`src/rtl/nora_mst_arbiter.sv`:
```
// Two-requester arbiter for the NORA master bus. It serialises ICD and secondary-master accesses,
// holds the downstream request stable for each access, and bounds every access with a timeout.
module nora_mst_arbiter #(
  parameter int unsigned TIMEOUT    = 1023,
  parameter bit          FIXED_PRIO = 1'b0
) (
  input  logic        clk6x,
  input  logic        reset,
  input  logic [23:0] m0_addr_i,
  input  logic [7:0]  m0_data_i,
  input  logic        m0_req_sram_i,
  input  logic        m0_req_other_i,
  input  logic        m0_rwn_i,
  input  logic        m0_lock_i,
  output logic [7:0]  m0_datard_o,
  output logic        m0_ack_o,
  input  logic [23:0] m1_addr_i,
  input  logic [7:0]  m1_data_i,
  input  logic        m1_req_sram_i,
  input  logic        m1_req_other_i,
  input  logic        m1_rwn_i,
  input  logic        m1_lock_i,
  output logic [7:0]  m1_datard_o,
  output logic        m1_ack_o,
  output logic [23:0] mst_addr_o,
  output logic [7:0]  mst_data_o,
  output logic        mst_req_sram_o,
  output logic        mst_req_other_o,
  output logic        mst_rwn_o,
  input  logic [7:0]  mst_datard_i,
  input  logic        mst_ack_i,
  output logic [1:0]  grant_o,
  output logic        timeout_err_o,
  input  logic        err_clr_i
);

  localparam logic [1:0]  StIdle      = 2'd0;
  localparam logic [1:0]  StBusy      = 2'd1;
  localparam logic [1:0]  StDone      = 2'd2;
  localparam logic [15:0] TimeoutLast = 16'(TIMEOUT - 1);

  logic [1:0]  state_q, state_d;
  logic        owner_q, owner_d;
  logic        last_q, last_d;
  logic        lock_hold_q, lock_hold_d;
  logic [15:0] cnt_q, cnt_d;
  logic [23:0] addr_q, addr_d;
  logic [7:0]  data_q, data_d;
  logic        req_sram_q, req_sram_d;
  logic        req_other_q, req_other_d;
  logic        rwn_q, rwn_d;
  logic [7:0]  datard0_q, datard0_d;
  logic [7:0]  datard1_q, datard1_d;
  logic [1:0]  ack_q, ack_d;
  logic        err_q, err_d;

  logic act0, act1, locked_act, sel, sel_sram, sel_other, err_set;

  assign act0       = m0_req_sram_i | m0_req_other_i;
  assign act1       = m1_req_sram_i | m1_req_other_i;
  assign locked_act = last_q ? act1 : act0;
  assign sel_sram   = sel ? m1_req_sram_i : m0_req_sram_i;
  assign sel_other  = sel ? m1_req_other_i : m0_req_other_i;

  always_comb begin
    if (lock_hold_q && locked_act) begin
      sel = last_q;
    end else if (act0 && act1) begin
      sel = FIXED_PRIO ? 1'b0 : ~last_q;
    end else begin
      sel = act1;
    end
  end

  always_comb begin
    state_d     = state_q;
    owner_d     = owner_q;
    last_d      = last_q;
    lock_hold_d = lock_hold_q;
    cnt_d       = cnt_q;
    addr_d      = addr_q;
    data_d      = data_q;
    req_sram_d  = req_sram_q;
    req_other_d = req_other_q;
    rwn_d       = rwn_q;
    datard0_d   = datard0_q;
    datard1_d   = datard1_q;
    ack_d       = 2'b00;
    err_set     = 1'b0;
    unique case (state_q)
      StIdle: begin
        if (lock_hold_q && !locked_act) lock_hold_d = 1'b0;
        if (act0 || act1) begin
          state_d     = StBusy;
          owner_d     = sel;
          addr_d      = sel ? m1_addr_i : m0_addr_i;
          data_d      = sel ? m1_data_i : m0_data_i;
          rwn_d       = sel ? m1_rwn_i : m0_rwn_i;
          req_sram_d  = sel_sram;
          // req_sram wins if a requester illegally raises both
          req_other_d = sel_other & ~sel_sram;
          cnt_d       = 16'd0;
        end
      end
      StBusy: begin
        if (cnt_q != 16'hFFFF) cnt_d = cnt_q + 16'd1;
        if (mst_ack_i || cnt_q == TimeoutLast) begin
          state_d     = StDone;
          req_sram_d  = 1'b0;
          req_other_d = 1'b0;
          ack_d       = owner_q ? 2'b10 : 2'b01;
          err_set     = ~mst_ack_i;
          if (owner_q) datard1_d = mst_ack_i ? mst_datard_i : 8'hFF;
          else         datard0_d = mst_ack_i ? mst_datard_i : 8'hFF;
        end
      end
      StDone: begin
        state_d     = StIdle;
        last_d      = owner_q;
        lock_hold_d = owner_q ? m1_lock_i : m0_lock_i;
      end
      default: state_d = StIdle;
    endcase
    err_d = err_q;
    if (err_clr_i) err_d = 1'b0;
    if (err_set)   err_d = 1'b1;
  end

  always_ff @(posedge clk6x) begin
    if (reset) begin
      state_q     <= StIdle;
      owner_q     <= 1'b0;
      last_q      <= 1'b1;
      lock_hold_q <= 1'b0;
      cnt_q       <= 16'd0;
      addr_q      <= 24'd0;
      data_q      <= 8'd0;
      req_sram_q  <= 1'b0;
      req_other_q <= 1'b0;
      rwn_q       <= 1'b1;
      datard0_q   <= 8'd0;
      datard1_q   <= 8'd0;
      ack_q       <= 2'b00;
      err_q       <= 1'b0;
    end else begin
      state_q     <= state_d;
      owner_q     <= owner_d;
      last_q      <= last_d;
      lock_hold_q <= lock_hold_d;
      cnt_q       <= cnt_d;
      addr_q      <= addr_d;
      data_q      <= data_d;
      req_sram_q  <= req_sram_d;
      req_other_q <= req_other_d;
      rwn_q       <= rwn_d;
      datard0_q   <= datard0_d;
      datard1_q   <= datard1_d;
      ack_q       <= ack_d;
      err_q       <= err_d;
    end
  end

  assign mst_addr_o      = addr_q;
  assign mst_data_o      = data_q;
  assign mst_req_sram_o  = req_sram_q;
  assign mst_req_other_o = req_other_q;
  assign mst_rwn_o       = rwn_q;
  assign m0_datard_o     = datard0_q;
  assign m1_datard_o     = datard1_q;
  assign m0_ack_o        = ack_q[0];
  assign m1_ack_o        = ack_q[1];
  assign timeout_err_o   = err_q;
  assign grant_o         = (state_q == StBusy || state_q == StDone) ?
                           (owner_q ? 2'b10 : 2'b01) : 2'b00;

endmodule

```
`config.mk`:
```
export PLATFORM = sky130hd
export DESIGN_NAME = nora_mst_arbiter
export DESIGN_NICKNAME = d
export VERILOG_FILES = /design/src/rtl/nora_mst_arbiter.sv
export SDC_FILE = /design/constraint.sdc
export NUM_CORES = 1
export LEC_CHECK = 0
export CAP_MARGIN = 20
export CORE_UTILIZATION = 45
export DETAILED_ROUTE_END_ITERATION = 8
export PLACE_DENSITY = 0.82
export SETUP_SLACK_MARGIN = 0.5
export SLEW_MARGIN = 20
export SYNTH_ARGS = -nofsm -noshare
export SYNTH_HDL_FRONTEND = slang
export SYNTH_SLANG_ARGS = --single-unit
export TNS_END_PERCENT = 50
```
`constraint.sdc`:
```
create_clock -name clk6x -period 2.7 [get_ports clk6x]
set_input_delay 0.54 -clock clk6x [delete_from_list [all_inputs] [get_ports clk6x]]
set_output_delay 0.54 -clock clk6x [all_outputs]
set_load 0.02 [all_outputs]
```
==> results of run 1 <==
## stage by stage
stage          hold WS (ns)  cells
2_1_floorplan         0.451    406
3_3_place_gp          0.440    631
3_5_place_dp          0.444    631
4_1_cts               0.456    647
5_1_grt               0.482    651
6_report              0.454    651
## sequential cells by signal, summed over array words and instances, names as in the netlist
signal / flops
mst_addr_o: 24
state_q: 2
cnt_q: 16
m1_datard_o: 8
mst_req_other_o: 1
lock_hold_q: 1
mst_req_sram_o: 1
last_q: 1
mst_rwn_o: 1
owner_q: 1
ack_q: 2
mst_data_o: 8
timeout_err_o: 1
m0_datard_o: 8
## metal layers
layer  routed length [um]  GRT usage  vias up
met2                 5110      0.410      143
met1                 4120      0.282     1638
met5                    0          0        -
met3                  710     0.0649       21
li1                     -          -     1730
met4                  257      0.117        0
## logic make-up (layout without fill, tap and decap cells)
group           Yosys count  in the layout  synth area share
simple gates            145            145             0.195
compound gates           89             89             0.188
flops                    75             75             0.408
mux                      48             48             0.132
buf+inv                  41            184            0.0520
fa+ha+maj                 6              6            0.0204
xor+xnor                  2              2           0.00476
## layout by cell type (no fill, tap or decap), drive strengths merged, types with 2 or more instances in the layout
cell type / netlist / routed
a211oi: 47 / 47
a21o: 2 / 2
a21oi: 11 / 11
and2: 2 / 2
and4: 4 / 4
buf: 13 / 13
bufinv: 0 / 2
clkbuf: 11 / 11
clkdlybuf4s15: 0 / 2
clkdlybuf4s50: 0 / 136
dfxtp: 75 / 75
ha: 6 / 6
inv: 17 / 18
mux2: 2 / 2
mux2i: 46 / 46
nand2: 25 / 25
nand2b: 10 / 10
nand3: 7 / 7
nand3b: 2 / 2
nand4: 4 / 4
nor2: 64 / 64
nor2b: 3 / 3
nor3: 6 / 6
nor3b: 3 / 3
nor4: 2 / 2
o211ai: 3 / 3
o21a: 8 / 8
o21ai: 4 / 4
o31ai: 2 / 2
or2: 3 / 3
or2b: 3 / 3
or3: 2 / 2
or4: 3 / 3
## worst paths after layout
check	startpoint	end	cells past startpoint
worst min register to register	m1_datard_o[4]	m1_datard_o[4]	2
worst min-delay path	m1_datard_o[4]	m1_datard_o[4]	2
worst max-delay path	m1_req_other_i	cnt_q[8]	5
worst max register to register	state_q[1]	cnt_q[9]	6
## final cells by class
cell class / instances / area (sq um) / share of cell area
clock buffer: 11 / 141 / 0.0262
clock inverter: 5 / 85.1 / 0.0158
inverter: 17 / 63.8 / 0.0118
multi-input combinational: 290 / 2000 / 0.371
timing repair buffer: 151 / 1480 / 0.274
sequential: 75 / 1500 / 0.278
tap: 102 / 128 / 0.0236
## worst register-to-register path: cells and delay by family (launching register included)
family          cells  cell delay [ns]
compound gates      2             0.66
simple gates        1             0.25
fa+ha+maj           1             0.35
buf+inv             1             0.12
flops               1             0.32
mux                 1             0.23
## power by group through the flow
stage                     clock network (mW)  registers (mW)  logic, mW
final                                  0.971            1.30       1.04
after global routing                    1.05            1.32       1.12
after CTS                              0.988            1.30       1.03
after detailed placement                   0            1.33       1.03
after global placement                     0            1.32       1.00
after floorplan                            0            1.46      0.447
## repair_timing
| item | in CTS | in global routing |
|---|---|---|
| pin swaps | 0 | 1 |
| setup buffers | 0 | 4 |
| resized for setup | 2 | 3 |
| endpoints found under the setup margin | 2 | 13 |
| cloned | 0 | 0 |
==> impl_metrics.toml, run 1 <==
[yosys]
syn_inst = 406
seq_area_frac_synth = 0.408
yosys_warnings = 0
synth_edf_count = 0
synth_seq_cells = 75
synth_top_area_share = 0.408
synth.most_common_cell = "dfxtp_1"
synth.avg_cell_area_sq_um = 9.06
synth.net_count = 496
synth_area_leaders = "dfxtp_1, mux2i_1, a211oi_1"
async_flop_share = 0
ys_types = 58
yosysTopAreaCell = "dfxtp_1"
synth_ff_type = "dfxtp_1"
synth_area_sq_um = 3680
synth.top_cells.by_count = "dfxtp_1, nor2_1, a211oi_1, mux2i_1, nand2_1"

[sta]
fin_setup_tns_ns = 0
period_needed_ns = 2.20
fin_ws_ns = 0.504
setup_viol_count_final = 0
max_clock_freq_mhz = 455
fin_crit_sh = 0.813
hold_viol_final = 0
worstMarginPinSlew_ns = 0.718
rsz0062_at_grt = "true"
slew_viol_final = 0
maxSlewHeadroom = 0.521
fin_skew_ns = 0.00878

[placement]
gp_congestion = 0.889
post-dp-hpwl_um = 7580
portBuffers = 139
dp_slack_ns = 0.167
placed_cell_area_sq_um = 5140

[drt]
wl_per_cell_um = 15.7
drt-total-wl_um = 10200
via_per_inst = 5.43
drc = 0
drtIter0Drc = 145
num_vias = 3532
antenna_left = 0
drtPass1Iterations = 5

[global_routing]
grt_overflow = 0
grt_pass1_wl_um = 16100
grt_pass1_vias = 3312
grt_max_degree = 66
gr-usage-all-layers = 0.242
antenna_found_initial = 0

[worst_setup_path]
worstSetupPathType = "in2reg"
path_buf_inv = 1
path_max_fanout = 8
critPathSlowestCell = "or4_4"
cp.required_ns = 2.94
critical_path.top_delay_family = "simple AND/OR/NAND/NOR gates"
cp-end-kind = "flip-flop"
slowest_delay_ns = 0.64
worstPathCellList = "clkdlybuf4s50_1 > or4_4 > o211ai_4 > a211oi_2 > mux2_4"
arrival_ns = 2.43
start_kind = "input pin"
reg2reg_slack_ns = 0.70

[final_layout]
nets = 634
antenna_cells = 0
fin_util = 0.691
area_delta_synth_final_pct = 46.7
design_area_sq_um = 5400
n_fill_cell = 602
drive_gt1_frac = 0.0783

[floorplan]
io_pins = 140
rows = 32
die-area_sq_um = 8540
initial_core_util = 0.471
die_w_um = 92.4
coreArea_sq_um = 7810
die_y_um = 92.4

[pwr]
swShare = 0.313
intPower_mw = 2.28
switching_power_mw = 1.04
ir_drop_mv = 0.328
seq_power_share = 0.393
p_per_area_nw_per_um2 = 614
leakagePower_nw = 2.09
p_clk_frac = 0.293
pwr-share-comb = 0.314
total_power_mw = 3.32

[cts]
clock_path_buffers = 2
cts_tree = "yes"
root_buffer = "clkbuf_8"
path_clk_slew_ns = 0.08
htree_levels = 3
cts_hold_buf = 0
clkSinkCount = 75
cts_made_buffers = 9
insertion_delay_ns = 0.35

[worst_hold_path]
hp-class = "reg2reg"

[status]
status = "completed"

[job]
cap_violations = 0
Note: power is estimated with default switching activity, not from simulation.
==> run 2: changes to the inputs <==
--- a/config.mk
+++ b/config.mk
@@ -6,9 +6,9 @@
 export NUM_CORES = 1
 export LEC_CHECK = 0
 export CAP_MARGIN = 20
-export CORE_UTILIZATION = 45
+export CORE_UTILIZATION = 44
 export DETAILED_ROUTE_END_ITERATION = 8
-export PLACE_DENSITY = 0.82
+export PLACE_DENSITY = 0.8
 export SETUP_SLACK_MARGIN = 0.5
 export SLEW_MARGIN = 20
 export SYNTH_ARGS = -nofsm -noshare
==> constraint.sdc (replaced) <==
create_clock -name clk6x -period 2.05 [get_ports clk6x]
set_input_delay 0.41 -clock clk6x [delete_from_list [all_inputs] [get_ports clk6x]]
set_output_delay 0.41 -clock clk6x [all_outputs]
set_load 0.02 [all_outputs]
==> run 2 against run 1 <==
Global-route usage rose by 1.7 points. Cell area rose by 14%. Sequential power rose by 32%. Die area rose by 2.2%. Clock skew rose by 0.0073 ns. Register-to-register slack got worse by 0.38 ns. Count of clock-buffer cells in the layout fell by 1. Core utilization rose by 8.9 points.
==> impl_metrics.toml, run 2 (same netlist as run 1, synthesis figures left out) <==
[status]
status = "completed"

[pwr]
leakagePower_nw = 2.93
seq_power_share = 0.368
pwr-share-comb = 0.354
intPower_mw = 3.15
switching_power_mw = 1.52
ir_drop_mv = 0.396
p_per_area_nw_per_um2 = 759
swShare = 0.326
p_clk_frac = 0.278

[sta]
maxSlewHeadroom = 0.504
worstMarginPinSlew_ns = 0.745
setup_viol_count_final = 0
whs_ns = 0.466
fin_skew_ns = 0.0161
max_clock_freq_mhz = 576
hold_viol_final = 0
fin_crit_sh = 0.846
rsz0062_at_grt = "true"
period_needed_ns = 1.73
slew_viol_final = 0

[global_routing]
grt_overflow = 0
gr-usage-all-layers = 0.259
antenna_found_initial = 0
grt_max_degree = 66
grt_pass1_wl_um = 17500
grt_pass1_vias = 3640

[worst_setup_path]
rr_startpoint = "state_q[0]"
reg2reg_slack_ns = 0.32
worstSetupPathType = "reg2reg"
path_max_fanout = 5
cp.required_ns = 2.24
timing.rr.end = "mst_req_other_o"
start_kind = "flip-flop"
r2r_cells = 9
crit_end = "mst_req_other_o"
setup.worst_path.start = "state_q[0]"
cp-end-kind = "flip-flop"
arrival_ns = 1.92

[final_layout]
design_area_sq_um = 6150
fin_util = 0.780
largest_register_ffs = 24
nets = 669
mostFrequentLayoutCells = "clkdlybuf4s50_1, dfxtp_1, nor2_1"
antenna_cells = 0
area_delta_synth_final_pct = 67.2
drive_gt1_frac = 0.245
layout_commonest_cell = "clkdlybuf4s50_1"

[cts]
clock_path_buffers = 2
path_clk_slew_ns = 0.09
cts_tree = "yes"
htree_levels = 3
insertion_delay_ns = 0.36
root_buffer = "clkbuf_8"
clkSinkCount = 75
cts_made_buffers = 9

[job]
cap_violations = 0

[worst_hold_path]
hp-class = "reg2reg"

[floorplan]
die_y_um = 93.4
rows = 32
initial_core_util = 0.466
die_w_um = 93.4
die-area_sq_um = 8730
coreArea_sq_um = 7890
io_pins = 140

[drt]
wl_per_cell_um = 17.8
drtPass1Iterations = 5
num_vias = 3808
via_per_inst = 5.56
drt-total-wl_um = 12200
antenna_left = 0
drtIter0Drc = 169
drc = 0

[placement]
post-dp-hpwl_um = 7600
portBuffers = 139
gp_congestion = 0.853
placed_cell_area_sq_um = 5320
## run 2: area by class of cell
class                   count  area, sq um
clock inverters             5         85.1
fillers                   508         1740
inverters                  17         75.1
clock buffers              10          138
well taps                 102          128
repair buffers            186         1860
flip-flops and latches     75         1510
multi-input cells         290         2360
## run 2: power groups by stage
stage | combinational, mW | sequential, mW | clock, mW
5_1_grt | 1.75 | 1.74 | 1.37
2_1_floorplan | 0.597 | 1.92 | 0
3_3_place_gp | 1.40 | 1.73 | 0
6_report | 1.66 | 1.72 | 1.30
4_1_cts | 1.54 | 1.72 | 1.30
3_5_place_dp | 1.43 | 1.74 | 0
## run 2: worst max-delay path, stage by stage (launching register included)
cell and delay (ns):
dfxtp_2 0.37, buf_6 0.11, ha_4 0.17, buf_6 0.12, clkinvlp_4 0.11, buf_4 0.16
buf_6 0.12, buf_4 0.15, o311ai_2 0.08, a31oi_1 0.15
## run 2: worst min-delay path by stage
stage / depth (start not counted) / from / to / slack (ns)
CTS: 2 / m1_datard_o[7] / m1_datard_o[7] / 0.46
floorplan: 2 / cnt_q[5] / cnt_q[5] / 0.45
finish: 2 / m1_datard_o[6] / m1_datard_o[6] / 0.47
detailed placement: 2 / m1_datard_o[7] / m1_datard_o[7] / 0.44
global route: 2 / m1_datard_o[7] / m1_datard_o[7] / 0.49
global placement: 2 / m1_datard_o[5] / m1_datard_o[5] / 0.44
## run 2: timing repair
action / in CTS / in global routing
hold buffers: 0 / 0
pin swaps: 19 / 14
gates resized for setup: 117 / 53
endpoints found under the hold margin: 0 / 0
setup buffers: 17 / 7
endpoints found under the setup margin: 128 / 103
## run 2: layer usage
| metal | routed length [um] | track usage | vias to the layer above |
|---|---|---|---|
| met5 | 0 | 0 | - |
| met4 | 454 | 0.123 | 0 |
| met3 | 763 | 0.0415 | 42 |
| met2 | 6250 | 0.475 | 175 |
| met1 | 4750 | 0.290 | 1789 |
| li1 | - | - | 1802 |
## run 2: per-stage QoR
step	cells	TNS [ns]	total power [mW]	worst slack [ns]
2_1_floorplan	406	0	2.51	0.322
3_3_place_gp	646	-2.05	3.13	-0.135
3_5_place_dp	646	-2.85	3.17	-0.174
4_1_cts	678	0	4.56	0.332
5_1_grt	685	0	4.86	0.288
6_report	685	0	4.67	0.315
